--- config.mk ---
export PLATFORM = sky130hd
export DESIGN_NAME = master_out_port
export DESIGN_NICKNAME = d
export VERILOG_FILES = /design/src/rtl/system_bus_pkg.sv /design/src/rtl/bus_piso.sv /design/src/rtl/master_out_port.sv
export SDC_FILE = /design/constraint.sdc
export NUM_CORES = 1
export LEC_CHECK = 0
export BUFFER_PORTS_ARGS = -buffer_cell sky130_fd_sc_hd__buf_2
export CAP_MARGIN = 20
export CORE_ASPECT_RATIO = 1.1
export CORE_MARGIN = 1
export CORE_UTILIZATION = 45
export CTS_CLUSTER_SIZE = 20
export DETAILED_ROUTE_END_ITERATION = 10
export PLACE_DENSITY = 0.76
export SYNTH_ARGS = -nofsm -noshare
export SYNTH_HDL_FRONTEND = slang
export SYNTH_SLANG_ARGS = --single-unit
export TNS_END_PERCENT = 5
--- constraint.sdc ---
create_clock -name clk -period 1.9 [get_ports clk]
set_input_delay 0.095 -clock clk [delete_from_list [all_inputs] [get_ports clk]]
set_output_delay 0.095 -clock clk [all_outputs]
set_load 0.01 [all_outputs]
--- src/rtl/system_bus_pkg.sv ---
// Shared definitions for the serial system bus, used by the master output
// port and the slave input side: field widths and the port state encoding.
package system_bus_pkg;

    localparam int ADDR_W  = 12;  // serial address field width
    localparam int DATA_W  = 8;   // serial data field width
    localparam int BURST_W = 13;  // burst word: bit0 = burst flag, [12:1] = beat count

    typedef enum logic [2:0] {
        ST_IDLE  = 3'd0,
        ST_REQ   = 3'd1,
        ST_SHIFT = 3'd2,
        ST_GAP   = 3'd3,
        ST_BEAT  = 3'd4,
        ST_DONE  = 3'd5
    } bus_state_t;

endpackage

--- src/rtl/bus_piso.sv ---
// bus_piso: loadable parallel-in/serial-out shift register, LSB first.
// The current bit is always visible on dout; count tracks shifts since load.
module bus_piso #(
    parameter int W  = 8,
    parameter int CW = 4
) (
    input  logic          clk,
    input  logic          reset,
    input  logic          load,
    input  logic          shift,
    input  logic [W-1:0]  din,
    output logic          dout,
    output logic [CW-1:0] count
);

    logic [W-1:0] sreg;

    // Load a new word or shift right, back-filling zeros past the field end.
    always_ff @(posedge clk or posedge reset) begin
        if (reset) begin
            sreg  <= '0;
            count <= '0;
        end else if (load) begin
            sreg  <= din;
            count <= '0;
        end else if (shift) begin
            sreg  <= {1'b0, sreg[W-1:1]};
            count <= count + CW'(1);
        end
    end

    assign dout = sreg[0];

endmodule

--- src/rtl/master_out_port.sv ---
// master_out_port: serial bus master. Accepts a local command, handshakes
// with the slave, then shifts address, data and burst word out LSB first.
// Optional write-burst beats are built only when MASTER_OUT_BURST_EN is defined.
module master_out_port #(
    parameter int ADDR_W  = system_bus_pkg::ADDR_W,
    parameter int DATA_W  = system_bus_pkg::DATA_W,
    parameter int BURST_W = system_bus_pkg::BURST_W
) (
    input  logic               clk,
    input  logic               reset,
    input  logic               cmd_valid,
    output logic               cmd_ready,
    input  logic [ADDR_W-1:0]  cmd_addr,
    input  logic               cmd_wr,
    input  logic [BURST_W-2:0] cmd_len,
    input  logic [DATA_W-1:0]  wdata,
    input  logic               wdata_valid,
    output logic               wdata_ready,
    input  logic               slave_ready,
    output logic               master_valid,
    output logic               read_en,
    output logic               write_en,
    output logic               tx_address,
    output logic               tx_data,
    output logic               tx_burst,
    output logic               tx_done
);
    import system_bus_pkg::*;

    localparam int CNT_W = $clog2(BURST_W + 1);
    localparam logic [CNT_W-1:0] ADDR_LAST = CNT_W'(ADDR_W - 1);

    bus_state_t        state;
    logic              wr_q;
    logic              accept;
    logic              shift_en;
    logic              busy;
    logic              a_bit;
    logic              d_bit;
    logic [CNT_W-1:0]  a_cnt;
    logic [CNT_W-1:0]  d_cnt;
    logic              d_load;
    logic              d_shift;
    logic [DATA_W-1:0] d_din;
    logic [CNT_W-1:0]  shift_last;

    assign accept   = (state == ST_IDLE) && cmd_valid;
    // The handshake cycle in REQ shifts bit 0 out, SHIFT covers bits 1..L-1.
    assign shift_en = ((state == ST_REQ) && slave_ready) || (state == ST_SHIFT);
    assign busy     = (state == ST_REQ) || (state == ST_SHIFT);

`ifdef MASTER_OUT_BURST_EN
    localparam int LEN_W = BURST_W - 1;
    localparam logic [CNT_W-1:0] BURST_LAST = CNT_W'(BURST_W - 1);
    localparam logic [CNT_W-1:0] DATA_LAST  = CNT_W'(DATA_W - 1);

    logic               burst_q;
    logic [LEN_W-1:0]   rem;
    logic               b_bit;
    logic [CNT_W-1:0]   b_cnt_unused;
    logic [BURST_W-1:0] bw;
    logic               beat_take;

    assign bw         = (cmd_len > LEN_W'(1)) ? {cmd_len, 1'b1} : '0;
    assign beat_take  = (state == ST_GAP) && wdata_valid;
    assign d_load     = accept || beat_take;
    assign d_din      = (beat_take || cmd_wr) ? wdata : '0;
    assign d_shift    = shift_en || (state == ST_BEAT);
    assign shift_last = burst_q ? BURST_LAST : ADDR_LAST;

    bus_piso #(.W(BURST_W), .CW(CNT_W)) u_burst_piso (
        .clk(clk), .reset(reset), .load(accept), .shift(shift_en),
        .din(bw), .dout(b_bit), .count(b_cnt_unused)
    );
`else
    assign d_load     = accept;
    assign d_din      = cmd_wr ? wdata : '0;
    assign d_shift    = shift_en;
    assign shift_last = ADDR_LAST;

    // Burst controls have no function in this build.
    wire unused_burst = ^{cmd_len, wdata_valid, d_cnt};
`endif

    bus_piso #(.W(ADDR_W), .CW(CNT_W)) u_addr_piso (
        .clk(clk), .reset(reset), .load(accept), .shift(shift_en),
        .din(cmd_addr), .dout(a_bit), .count(a_cnt)
    );

    bus_piso #(.W(DATA_W), .CW(CNT_W)) u_data_piso (
        .clk(clk), .reset(reset), .load(d_load), .shift(d_shift),
        .din(d_din), .dout(d_bit), .count(d_cnt)
    );

    // Transaction sequencer: accept, slave handshake, shift, optional beats, done.
    always_ff @(posedge clk or posedge reset) begin
        if (reset) begin
            state <= ST_IDLE;
            wr_q  <= 1'b0;
`ifdef MASTER_OUT_BURST_EN
            burst_q <= 1'b0;
            rem     <= '0;
`endif
        end else begin
            case (state)
                ST_IDLE: begin
                    if (cmd_valid) begin
                        state <= ST_REQ;
                        wr_q  <= cmd_wr;
`ifdef MASTER_OUT_BURST_EN
                        burst_q <= (cmd_len > LEN_W'(1));
                        // Beats after the first one; reads never carry beats.
                        rem <= (cmd_wr && (cmd_len > LEN_W'(1))) ? cmd_len - LEN_W'(1) : '0;
`endif
                    end
                end
                ST_REQ: begin
                    if (slave_ready) state <= ST_SHIFT;
                end
                ST_SHIFT: begin
                    if (a_cnt == shift_last) begin
`ifdef MASTER_OUT_BURST_EN
                        state <= (rem != '0) ? ST_GAP : ST_DONE;
`else
                        state <= ST_DONE;
`endif
                    end
                end
`ifdef MASTER_OUT_BURST_EN
                ST_GAP: begin
                    if (wdata_valid) state <= ST_BEAT;
                end
                ST_BEAT: begin
                    if (d_cnt == DATA_LAST) begin
                        rem   <= rem - LEN_W'(1);
                        state <= (rem == LEN_W'(1)) ? ST_DONE : ST_GAP;
                    end
                end
`endif
                ST_DONE: state <= ST_IDLE;
                default: state <= ST_IDLE;
            endcase
        end
    end

    // Output decode from state and shift-register heads; lines idle at 0.
    always_comb begin
        cmd_ready    = (state == ST_IDLE);
        master_valid = busy;
        write_en     = busy && wr_q;
        read_en      = busy && !wr_q;
        tx_address   = busy && a_bit;
        tx_done      = (state == ST_DONE);
`ifdef MASTER_OUT_BURST_EN
        tx_data      = (busy && wr_q && d_bit) || ((state == ST_BEAT) && d_bit);
        tx_burst     = busy && b_bit;
        wdata_ready  = (state == ST_GAP);
`else
        tx_data      = busy && wr_q && d_bit;
        tx_burst     = 1'b0;
        wdata_ready  = 1'b0;
`endif
    end

endmodule

# Word-level counts from Yosys, hierarchy flattened
# Cells that the tools add are included.
[classes]
add_sub_neg = 1
n_eq_ne = 7
n_mux = 11
reduce_logical = 13
[ops]
columns = ["operator", "n"]
rows = [
  ["$mux 12", 2],
  ["$mux 8", 3],
  ["$mux 3", 3],
  ["$pmux 3 s3", 1],
  ["$mux 4", 2],
  ["$logic_and 1x1->1", 6],
  ["$add 4x1->4 const B", 1],
  ["$eq 4x4->1 const B", 1],
  ["$ne 2x2->1 const B", 2],
  ["$eq 3x1->1 const B", 1],
  ["$eq 3x2->1 const B", 1],
  ["$eq 3x3->1 const B", 1],
  ["$logic_not 3->1", 1],
  ["$reduce_and 3->1", 1],
  ["$logic_or 1x1->1", 2],
  ["$ne 2x1->1 const B", 1],
  ["$reduce_and 2->1", 1],
  ["$reduce_bool 2->1", 1],
  ["$logic_not 1->1", 1],
]
[totals]
register_bits = 28
in_bits = 38
output_inout_bits = 9
word_cells = 37

# Depth between registers and ports, before layout
[logic_depth]
ltp_word = 5
depth_mapped = 6
depth_no_buf = 4

# Modules after synthesis
# Synthesis repeated with hierarchy kept, for this count alone.
[unflattened]
cells_unflattened = 161
hier_area_um2 = 1676.6
[modules_own_cells]
columns = ["mod", "instances", "cells_per_inst", "area_per_inst_um2", "seq_area_each_um2"]
rows = [
  ["bus_piso at u_addr_piso", 1, 70, 774.5, 400.4],
  ["bus_piso at u_data_piso", 1, 52, 563.0, 300.3],
  ["master_out_port", 1, 39, 339.1, 100.1],
]

# Worst setup path before layout
# Ideal clock, no wire load.
[synth_path]
path_kind = "reg-to-reg"
from = "register state[0]"
to = "register u_addr_piso.sreg[0]"
setup_ns = 0.129
t_arrival_ns = 1.416
required_time_ns = 1.771
setup_slack_ns = 0.355
path_stages_with_launch = 7
n_path_buf = 3
synth_period_minus_slack_ns = 1.545
cell_sequence = "dfrtp_1 > buf_4 > or4b_4 > buf_6 > buf_6 > nand4_1 > nand3_1"
[synth_between]
elab_chain_cells = 4
elab_cells_between_ends = 8
classes_between = "eq/ne: 2; mux: 1; reduce/logical: 5"
[synth_rtl]
columns = ["element", "line", "source"]
rows = [
  ["start, declared", "master_out_port.sv:33", "bus_state_t state;"],
  ["start signal, assigned", "master_out_port.sv:98", "state <= ST_IDLE;"],
  ["start signal, assigned", "master_out_port.sv:108", "state <= ST_REQ;"],
  ["start signal, assigned", "master_out_port.sv:118", "if (slave_ready) state <= ST_SHIFT;"],
  ["$eq 3x1->1", "master_out_port.sv:49", "assign shift_en = ((state == ST_REQ) && slave_ready) || (state == ST_SHIFT);"],
  ["$logic_and 1x1->1", "master_out_port.sv:49", ""],
  ["$logic_or 1x1->1", "master_out_port.sv:49", ""],
  ["$reduce_bool 2->1 (no line)", "n/a", ""],
  ["end signal, assigned", "bus_piso.sv:24", "sreg <= din;"],
  ["end signal, assigned", "bus_piso.sv:27", "sreg <= {1'b0, sreg[W-1:1]};"],
  ["end, declared", "bus_piso.sv:16", "logic [W-1:0] sreg;"],
]
# Parallel ways exist; a longest one is shown, timed or not.
# A chain may end at the register's enable or synchronous reset.

# Worst setup path in the final report
[layout_path]
from = "register state[2]"
to = "register u_addr_piso.count[3]"
[layout_between]
elab_chain_cells = 4
elab_cells_between_ends = 8
classes_between = "eq/ne: 2; mux: 1; reduce/logical: 5"
[layout_rtl]
columns = ["element", "line", "source"]
rows = [
  ["$eq 3x1->1", "master_out_port.sv:49", ""],
  ["$logic_and 1x1->1", "master_out_port.sv:49", ""],
  ["$logic_or 1x1->1", "master_out_port.sv:49", ""],
  ["$reduce_bool 2->1 (no line)", "n/a", ""],
  ["end signal, assigned", "bus_piso.sv:28", "count <= count + CW'(1);"],
  ["end, declared", "bus_piso.sv:13", "output logic [CW-1:0] count"],
]
# Parallel ways exist; a longest one is shown, timed or not.

==> flow_metrics.py <==
metrics = {
    "synthesis": {
        "synth_top_area_cell": "dfrtp_1",
        "ys_ff_latch": 28,
        "yosysTopAreaCellShare_pct": 46.6,
        "avgSynthCellArea_um2": 8.84,
        "ys_seq_area_share_pct": 46.6,
        "netlist_area_mm2": 0.00150,
        "synth.area.top_cells": "dfrtp_1 47%, nand3_1 7.3%, nand2_1 7.0%, o21ai_0 6.3%, nand4_1 5.0%",
        "yosys_warnings": 0,
        "synth_cell_types": 33,
        "synth_cells": 170,
    },
    "sta": {
        "min_period_ps": 1740,
        "hold_viol": 0,
        "fin_setup_tns_ps": 0,
        "fmax_ghz": 0.574,
        "fin_worst_skew_ps": 1.09,
        "hold_ws_ps": 16.2,
        "finalSetupViolations": 0,
        "grt_setup_unrepaired": "no",
        "drv_slew": 0,
        "fin_crit_sh_pct": 91.8,
    },
    "global_route": {
        "grt_pass1_wl_um": 6040,
        "grt_max_degree": 29,
        "grtUsageTotal_pct": 21.3,
        "grt_pass1_vias": 1304,
        "antenna_found_initial": 0,
        "grt_overflow": 0,
    },
    "detailed_routing": {
        "wl_um": 3460,
        "routed_via_density": 5.73,
        "drt_drc_violations_left": 6,
        "firstDrtPassIters": 8,
        "wl_per_cell_um": 14.4,
        "num_vias": 1374,
        "ant_nets": 0,
        "drtIter0Drc": 98,
    },
    "setup_path": {
        "start_kind": "flop",
        "cp_num_buf_inv": 0,
        "crit_path_end_kind": "flop",
        "cp_data_arrival_time_ps": 1940,
        "reg2reg_from": "state[2]$_DFFE_PP0P_",
        "crit_fanout": 23,
        "r2r_setup_slack_ps": 160,
        "crit_chain": "or4b_4, nand3_1, o221ai_1",
        "critPathKind": "reg -> reg",
        "critPathMaxStageDelay_ps": 730,
        "crit_family": "simple AND/OR/NAND/NOR gates",
        "r2r_end": "u_addr_piso.count[3]$_DFFE_PP0P_",
        "cp_data_required_time_ps": 2100,
        "slowest_stage": "or4b_4",
        "ff2ff_path_depth": 3,
    },
    "finish": {
        "drive_above_1_share_pct": 20.9,
        "mostFrequentLayoutCells": "31 x buf_2, 28 x nand2_1, 28 x dfrtp_1",
        "area_growth_pct": 19.7,
        "antenna_cells": 0,
        "nFillCells": 279,
        "final_area_mm2": 0.00180,
        "multi_input_area_um2": 682,
        "register_area_um2": 701,
        "final_common_cell": "buf_2",
        "nNetsFinal": 247,
    },
    "cts": {
        "htree_num_levels": 1,
        "hold_buffers": 14,
        "numCtsBuffers": 3,
        "insertion_delay_ps": 320,
        "path_clk_slew_ps": 140,
        "cts_sinks": 28,
        "cts_tree": "yes",
        "cts_buffer_depth": 2,
        "cts_resized": 0,
        "cts_root_buf": "clkbuf_4",
        "cts_setup_buffers": 0,
    },
    "outcome": {
        "outcome": "finished, violations left",
        "violations": "DRC",
    },
    "worst_hold_path": {
        "min_from": "wdata[2]",
        "worstHoldPathCells": 3,
        "min_to": "u_data_piso.sreg[2]$_DFFE_PP0P_",
        "min_path_type": "in -> reg",
    },
    "floorplanning": {
        "initial_core_util_pct": 48.5,
        "placementRows": 21,
        "core_mm2": 0.00310,
        "io_pins": 47,
        "dieArea_mm2": 0.00357,
        "die_w_um": 57.1,
        "die-height_um": 62.6,
    },
    "place": {
        "dp_hpwl_um": 2190,
        "gp_congestion": 0.767,
        "io_buffers": 31,
        "place_area_mm2": 0.00164,
    },
    "run": {
        "maxCapViolCount": 0,
    },
    "pwr": {
        "ir_drop_mv": 0.609,
        "p_leak_nw": 0.848,
        "p_per_area_mw_per_mm2": 1330,
    },
}
## flip-flops by register name (all words and copies together) (netlist names)
register and flops:
wr_q 1, u_addr_piso.sreg 12, state 3, u_addr_piso.count 4
u_data_piso.sreg 8
## cell type report
class	count	area share, %
clock buffers	3	1.25
inverters	3	0.626
multi-input cells	121	37.9
flip-flops and latches	28	38.9
well taps	34	2.36
repair buffers	51	18.9
## synth_stat cells (all sizes together)
cell type	count
nor3	2
and2	2
and3	1
buf	11
a211o	2
nand4	12
and3b	1
a21oi	1
dfrtp	28
o21ai	23
or4b	1
o221ai	1
xnor2	1
nor3b	1
o22ai	1
clkbuf	8
or3b	2
nand3	22
nor2	4
inv	3
and4bb	1
conb	1
ha	1
nor2b	2
nand2	28
nand3b	1
nor4b	1
o211ai	6
mux2i	1
nand4bb	1
## per-stage QoR
step	cells	worst slack [ps]	power, mW	utilization [%]
2_1_floorplan	171	355	1.87	-
3_3_place_gp	223	250	2.07	52.8
3_5_place_dp	223	183	2.14	52.8
4_1_cts	240	153	2.40	58.0
5_1_grt	240	19.2	2.60	58.0
6_report	240	156	2.39	58.0
## per-layer routing
| layer | GRT usage, % | routed length [um] | vias to the layer above | part of all wire (%) |
|---|---|---|---|---|
| met5 | 0 | 0 | - | 0 |
| met4 | 7.93 | 71 | 0 | 2.1 |
| met3 | 2.90 | 166 | 9 | 4.8 |
| met2 | 33.8 | 1700 | 46 | 49 |
| met1 | 29.4 | 1520 | 649 | 44 |
| li1 | - | - | 670 | - |
## cell families after synthesis
family                   share of synthesized area (%)
AO/OA/AOI/OAI                                     13.2
XOR/XNOR                                         0.583
adder cells (fa/ha/maj)                          0.833
buffers and inverters                             8.58
flip-flops                                        46.6
multiplexers                                     0.666
other                                            0.250
AND/OR/NAND/NOR                                   29.3
## worst max path at each step
stage,from,endpoint,slack (ps),cells past startpoint
after floorplan,state[0]$_DFFE_PP0P_,u_addr_piso.sreg[0]$_DFFE_PP0P_,360,6
after global placement,state[2]$_DFFE_PP0P_,u_addr_piso.count[3]$_DFFE_PP0P_,250,3
after detailed placement,state[2]$_DFFE_PP0P_,u_data_piso.sreg[5]$_DFFE_PP0P_,180,3
after CTS,state[2]$_DFFE_PP0P_,u_addr_piso.count[3]$_DFFE_PP0P_,150,3
after global routing,state[1]$_DFFE_PP0P_,u_data_piso.sreg[5]$_DFFE_PP0P_,20,3
final,state[2]$_DFFE_PP0P_,u_addr_piso.count[3]$_DFFE_PP0P_,160,3
## where the power goes
| part | total (mW) | internal, mW | leakage (nW) | switching [mW] |
|---|---|---|---|---|
| clock network | 0.238 | 0.0743 | 0.0138 | 0.164 |
| logic | 1.11 | 0.471 | 0.476 | 0.642 |
| registers | 1.04 | 0.849 | 0.359 | 0.191 |
| total | 2.39 | 1.40 | 0.848 | 0.997 |
## worst min-delay path, cell delays in order
cell	delay, ps
buf_2	70
nand3_1	60
o211ai_1	80
Note: power is estimated with default switching activity, not from simulation.
